### config.mk
export PLATFORM = sky130hd
export DESIGN_NAME = ccr_stack
export DESIGN_NICKNAME = d
export VERILOG_FILES = /design/src/rtl/ccr_stack.sv
export SDC_FILE = /design/constraint.sdc
export NUM_CORES = 1
export LEC_CHECK = 0
export CORE_ASPECT_RATIO = 0.75
export CORE_MARGIN = 1
export CORE_UTILIZATION = 65
export CTS_BUF_LIST = sky130_fd_sc_hd__clkbuf_8
export CTS_CLUSTER_SIZE = 12
export DETAILED_ROUTE_END_ITERATION = 6
export DONT_BUFFER_PORTS = 1
export PLACE_DENSITY = 0.9
export SYNTH_ARGS = -nofsm -noshare
export SYNTH_HDL_FRONTEND = slang
export SYNTH_SLANG_ARGS = --single-unit
export TNS_END_PERCENT = 50
### constraint.sdc
create_clock -name i_clk -period 2.1 [get_ports i_clk]
set_input_delay 0.63 -clock i_clk [delete_from_list [all_inputs] [get_ports i_clk]]
set_output_delay 0.63 -clock i_clk [all_outputs]
set_load 0.01 [all_outputs]
### src/rtl/ccr_stack.sv
// ccr_stack
// Condition-code register with a LIFO save stack. Nested interrupts can
// preserve the live flags across handlers and get them back on RTI.
//
// Ports:
//   i_clk       clock, all state changes on the rising edge
//   i_rst_n     asynchronous active-low reset
//   i_flags_in  flag values produced by the ALU
//   i_flag_we   per-flag write enable for i_flags_in
//   i_set_mask  flags forced to 1 (SETC)
//   i_clr_mask  flags forced to 0 (CLRC); clear beats set on the same bit
//   i_save      interrupt entry: push the live flags
//   i_restore   RTI: pop the top entry into the live flags
//   i_err_clr   clears the sticky overflow/underflow flags
//   o_ccr_out   live flags, registered ([V C N Z] at FLAG_W=4, LSB = Z)
//   o_depth     number of occupied stack entries
//   o_full      stack holds DEPTH entries
//   o_empty     stack holds no entries
//   o_ovf_err   sticky: save was attempted while the stack was full
//   o_unf_err   sticky: restore was attempted while the stack was empty
module ccr_stack #(
    parameter int FLAG_W        = 4,
    parameter int DEPTH         = 4,
    parameter bit CLEAR_ON_SAVE = 1'b0
) (
    input  logic                       i_clk,
    input  logic                       i_rst_n,
    input  logic [FLAG_W-1:0]          i_flags_in,
    input  logic [FLAG_W-1:0]          i_flag_we,
    input  logic [FLAG_W-1:0]          i_set_mask,
    input  logic [FLAG_W-1:0]          i_clr_mask,
    input  logic                       i_save,
    input  logic                       i_restore,
    input  logic                       i_err_clr,
    output logic [FLAG_W-1:0]          o_ccr_out,
    output logic [$clog2(DEPTH+1)-1:0] o_depth,
    output logic                       o_full,
    output logic                       o_empty,
    output logic                       o_ovf_err,
    output logic                       o_unf_err
);

    localparam int DW = $clog2(DEPTH+1);

    logic [FLAG_W-1:0] r_ccr;
    logic [FLAG_W-1:0] r_stack [DEPTH];
    logic [DW-1:0]     r_depth;
    logic              r_ovf_err;
    logic              r_unf_err;

    logic              w_full;
    logic              w_empty;
    logic              w_save_only;
    logic              w_restore_only;
    logic              w_push;
    logic              w_pop;
    logic              w_ovf_event;
    logic              w_unf_event;
    logic [FLAG_W-1:0] w_top;
    logic [FLAG_W-1:0] w_alu_merged;
    logic [FLAG_W-1:0] w_normal_next;
    logic [FLAG_W-1:0] w_ccr_next;

    assign w_full  = (r_depth == DW'(DEPTH));
    assign w_empty = (r_depth == '0);

    // save and restore together cancel each other, so only the "alone"
    // cases ever touch the stack or raise an error.
    assign w_save_only    = i_save & ~i_restore;
    assign w_restore_only = i_restore & ~i_save;
    assign w_push         = w_save_only & ~w_full;
    assign w_pop          = w_restore_only & ~w_empty;
    assign w_ovf_event    = w_save_only & w_full;
    assign w_unf_event    = w_restore_only & w_empty;

    // Top-of-stack read, stack[depth-1]; nothing valid to read when empty.
    always_comb begin
        w_top = '0;
        for (int i = 0; i < DEPTH; i++) begin
            if (r_depth == DW'(i + 1)) begin
                w_top = r_stack[i];
            end
        end
    end

    // Normal update: masked ALU merge, then SETC, then CLRC so clear wins.
    assign w_alu_merged  = (r_ccr & ~i_flag_we) | (i_flags_in & i_flag_we);
    assign w_normal_next = (w_alu_merged | i_set_mask) & ~i_clr_mask;

    // Next live flags. Any lone save or restore (successful or not)
    // suppresses the ALU/SETC/CLRC path for that cycle.
    always_comb begin
        w_ccr_next = r_ccr;
        if (w_pop) begin
            w_ccr_next = w_top;
        end else if (w_push) begin
            w_ccr_next = CLEAR_ON_SAVE ? '0 : r_ccr;
        end else if (!w_save_only && !w_restore_only) begin
            w_ccr_next = w_normal_next;
        end
    end

    always_ff @(posedge i_clk or negedge i_rst_n) begin
        if (!i_rst_n) begin
            r_ccr     <= '0;
            r_depth   <= '0;
            r_ovf_err <= 1'b0;
            r_unf_err <= 1'b0;
            for (int i = 0; i < DEPTH; i++) begin
                r_stack[i] <= '0;
            end
        end else begin
            r_ccr <= w_ccr_next;
            if (w_push) begin
                r_depth <= r_depth + DW'(1);
            end else if (w_pop) begin
                r_depth <= r_depth - DW'(1);
            end
            // Only the slot just above the current top is written on a push.
            for (int i = 0; i < DEPTH; i++) begin
                if (w_push && (r_depth == DW'(i))) begin
                    r_stack[i] <= r_ccr;
                end
            end
            // A new error event outranks err_clr in the same cycle.
            r_ovf_err <= w_ovf_event | (r_ovf_err & ~i_err_clr);
            r_unf_err <= w_unf_event | (r_unf_err & ~i_err_clr);
        end
    end

    assign o_ccr_out = r_ccr;
    assign o_depth   = r_depth;
    assign o_full    = w_full;
    assign o_empty   = w_empty;
    assign o_ovf_err = r_ovf_err;
    assign o_unf_err = r_unf_err;

endmodule

# --- Yosys cells after proc, flatten, opt, wreduce, memory -nomap -nowiden ---
# Cells that the tools add are included.
word_totals:
  reg_bits: 25
  in_bits: 21
  output_inout_bits: 11
  word_cells: 57
classes:
  n_addsub: 2
  n_eq_ne: 5
  n_mux: 9
  bitwise_logic: 22
  reduce_logical: 11
ops:
  columns: ["op", "n"]
  rows:
  - ["4-bit two-way mux", 7]
  - ["4-bit bitwise AND", 3]
  - ["1-bit bitwise AND", 8]
  - ["4-bit inverter", 2]
  - ["4-bit OR", 2]
  - ["3-bit by 2-bit == test with 1-bit output (second input constant)", 2]
  - ["3-bit two-way mux", 2]
  - ["1-bit logical AND", 5]
  - ["1-bit inverter", 5]
  - ["2-bit nonzero test", 2]
  - ["3-bit by 1-bit adder with 3-bit output (second input constant)", 1]
  - ["3-bit by 1-bit == test with 1-bit output (second input constant)", 1]
  - ["3-bit == test (second input constant)", 1]
  - ["3-bit logical NOT", 1]
  - ["3-bit by 1-bit subtractor with 3-bit output (second input constant)", 1]
  - ["1-bit logical NOT", 2]
  - ["2-bit by 1-bit != test with 1-bit output (second input constant)", 1]
  - ["1-bit OR", 2]
  - ["2-bit AND reduction", 1]

# --- Longest topological paths before layout ---
logic_depth:
  word_depth: 8
  depth_mapped: 8
  mapped_depth_nobuf: 7

# --- Least setup slack after synthesis ---
# No wires, ideal clock.
synth_path:
  kind: "reg-to-reg"
  from: "register r_depth[1] (netlist: o_depth[1])"
  to: "register r_ccr[0] (netlist: o_ccr_out[0])"
  t_arrival_ps: 1741
  required_ps: 2035
  slack_ps: 294
  stages_incl_launch_ff: 7
  n_path_buf: 0
  cell_sequence: "dfrtp_1 ha_1 ha_1 nor3b_2 a221oi_1 a221oi_1 o22a_1"
synth_between:
  elab_chain_cells: 6
  word_cells_on_any_way: 17
synth_rtl:
  columns: ["element", "line", "text"]
  rows:
  - ["start, declared", "47", "logic [DW-1:0] r_depth;"]
  - ["start signal, assigned", "115", "r_depth <= r_depth + DW'(1);"]
  - ["start signal, assigned", "117", "r_depth <= r_depth - DW'(1);"]
  - ["3-bit by 1-bit == test with 1-bit output", "80", "if (r_depth == DW'(i + 1)) begin"]
  - ["4-bit two-way mux (4 in a row)", "80", null]
  - ["4-bit two-way mux", "94", "if (w_pop) begin"]
  - ["end signal, assigned", "113", "r_ccr <= w_ccr_next;"]
  - ["end, declared", "45", "logic [FLAG_W-1:0] r_ccr;"]
# Parallel ways exist; a longest one is shown, timed or not.
# A chain may end at the register's enable or synchronous reset.

# --- Final worst setup path ---
layout_path:
  from: "register r_depth[0] (netlist: o_depth[0])"
  to: "output port o_empty"
layout_between:
  elab_chain_cells: 1
layout_rtl:
  columns: ["element", "line", "text"]
  rows:
  - ["3-bit logical NOT", "65", "assign w_empty = (r_depth == '0);"]
  - ["end, declared", "38", "output logic o_empty,"]
# Every way passes these cells.

==> results.ini <==
[outcome]
status=complete, no violations

[cells_and_area]
final_common_cell=dfrtp_1
drive_gt1_frac=0.215
diodes=0
area_growth_pct=4.51
layout.nets=158
final_cell_mix=dfrtp_1 (25), mux2_2 (15), nand2_1 (14), a221oi_1 (8), nor2b_1 (7)

[place]
dp_hpwl_um=2290
io_buffers=0
post-place-ws_ps=96.4
gp_congestion=0.852

[clocking]
clockBufferDepth=2
path_clk_slew_ps=90
cts_sinks=25
clk_latency_ps=280
cts-root-buf=clkbuf_8
htree_num_levels=1
holdBufCountCts=0
cts_tree=done
cts_buffers=3

[worst_setup_path]
max_stage_delay_ps=460
worstSetupStartpointType=flip-flop
cp.arrival_ps=1410
critPathCaptureType=output port
critical_path.slowest_cell=dfrtp_1
crit_chain=inv_1 > ha_1 > nand2_1 > inv_2
cp.required_ps=1470
path_delay_family=flip-flops
crit_type=flip-flop to output port
worst-path-buf-inv=2
cp_max_fo=4

[sta]
clock-skew-final_ps=9.53
timing_hold_violations_final=0
rsz0062_at_grt=yes
whs_ps=34.8
maxSlewViolCount=0
maxSlewHeadroom=0.747
worst_slew_pin_slew_ps=378
min_period_ps=2040
setup_viol=0
setup_ws_ps=58.2
period_share=0.972
max_freq_mhz=490

[floorplanning]
core_mm2=0.00203
initial_utilization=0.696
num_rows=14
boundaryPins=32
fp.dieH_um=42.4
die_area_mm2=0.00237
die_w_um=55.9

[global_route]
grt_overflow_total=0
grt_pass1_vias=1004
grt_max_degree=26
antenna_found_initial=0
grtUsageTotal=0.279
grt_pass1_wl_um=4860

[min_path]
hold_path.class=input port to async pin

[synthesis]
ys_warn_count=0
synth_fp_nets=157
syn_avg_cell_area_um2=10.9
synthCells=130
netlist_area_mm2=0.00141
ys_types=28
ys_ff_latch=25
synth_seq_area_share=0.442

[routing]
drt-wirelength-per-cell_um=19.6
routed-via-count=1063
ant_nets=0
viasPerCell=6.90
wl_um=3020
drtIter0Drc=59
drt-pass1-iter-count=4
route.detailed.drc=0

[pwr]
peakVddDrop_mv=0.902
power_density_mw_per_mm2=1340
leakagePower_nw=0.635

[flow_run]
max_cap_violations=0

[what timing repair did]
item,4_1_cts,5_1_grt
setup buffers,0,0
gates resized for setup,0,3
setup endpoints to repair,0,3
[routing by layer]
metal	vias up	track usage	wire length, µm
li1	474	-	-
met1	511	0.369	1310
met2	68	0.439	1370
met3	10	0.0741	264
met4	0	0.122	82
met5	-	0	0
[report_power, final]
group          switching (W)  internal (W)
Combinational       0.000450      0.000384
Clock               0.000152      0.000133
Sequential          0.000188      0.000677
Total               0.000790       0.00119
[Yosys cell counts]
cell	n	area share
dfrtp_1	25	0.44
mux2_2	15	0.12
nand2_1	14	0.037
a221oi_1	8	0.050
inv_1	7	0.019
nor2b_1	7	0.031
buf_2	6	0.021
ha_1	6	0.053
nor2_1	5	0.013
a211oi_1	4	0.021
o21ai_0	4	0.014
o22a_1	4	0.025
o31ai_1	4	0.021
and3_1	3	0.013
nand2b_1	3	0.013
o22ai_1	3	0.013
a21oi_1	1	0.0035
a21oi_4	1	0.012
buf_6	1	0.0080
mux2_1	1	0.0080
nor2b_2	1	0.0062
nor3b_2	1	0.0088
nor4b_1	1	0.0062
nor4b_4	1	0.017
o2111ai_1	1	0.0062
o211ai_1	1	0.0053
o41ai_1	1	0.0062
xnor2_1	1	0.0062
[registers in the layout, indices dropped and copies added, names as in the netlist]
signal     cells
o_depth        3
o_unf_err      1
r_stack       16
o_ovf_err      1
o_ccr_out      4
[kinds of logic (layout without fill, tap and decap cells)]
kind of cell    after synthesis  in the layout  share of synthesized area
xor+xnor                      1              1                    0.00620
fa+ha+maj                     6              6                     0.0531
mux                          16             16                      0.127
buf+inv                      14             14                     0.0478
simple gates                 36             36                      0.146
compound gates               32             32                      0.177
flops                        25             25                      0.442
[per-stage QoR]
| step | utilization | power, W | std cells | setup TNS, ps | cell area, µm² |
|---|---|---|---|---|---|
| global placement | 0.701 | 0.00161 | 150 | 0 | 1430 |
| CTS | 0.724 | 0.00196 | 154 | 0 | 1470 |
| finish | 0.727 | 0.00198 | 154 | 0 | 1480 |
| detailed placement | 0.701 | 0.00168 | 150 | 0 | 1430 |
| floorplan | - | 0.00146 | 130 | 0 | 1410 |
| global route | 0.727 | 0.00209 | 154 | -42.5 | 1480 |
[worst reg2reg max path, delay by kind of cell (launching register included)]
family	cells	cell delay, ps
flip-flops	1	460
adder cells (fa/ha/maj)	2	530
AND/OR/NAND/NOR	2	440
AO/OA/AOI/OAI	2	530
[worst paths after layout]
check | startpoint | endpoint | slack [ps] | depth (start not counted)
worst max register to register | o_depth[0] | o_ccr_out[2] | 90 | 6
max in group asynchronous | i_rst_n | r_stack[12] | 1980 | 0
worst max-delay path | o_depth[0] | o_empty | 60 | 4
worst min register to register | r_stack[1] | r_stack[1] | 510 | 1
min in group i_clk | i_err_clr | o_ovf_err | 450 | 1
worst min-delay path | i_rst_n | r_stack[7] | 30 | 0
[area by class of cell]
cell class | instances | area (µm²)
fill | 129 | 554
sequential | 25 | 626
timing repair buffer | 3 | 22.5
clock inverter | 1 | 5.00
multi-input combinational | 91 | 727
clock buffer | 3 | 41.3
tap | 24 | 30.0
inverter | 7 | 26.3
Power figures use the tool's default switching activity.
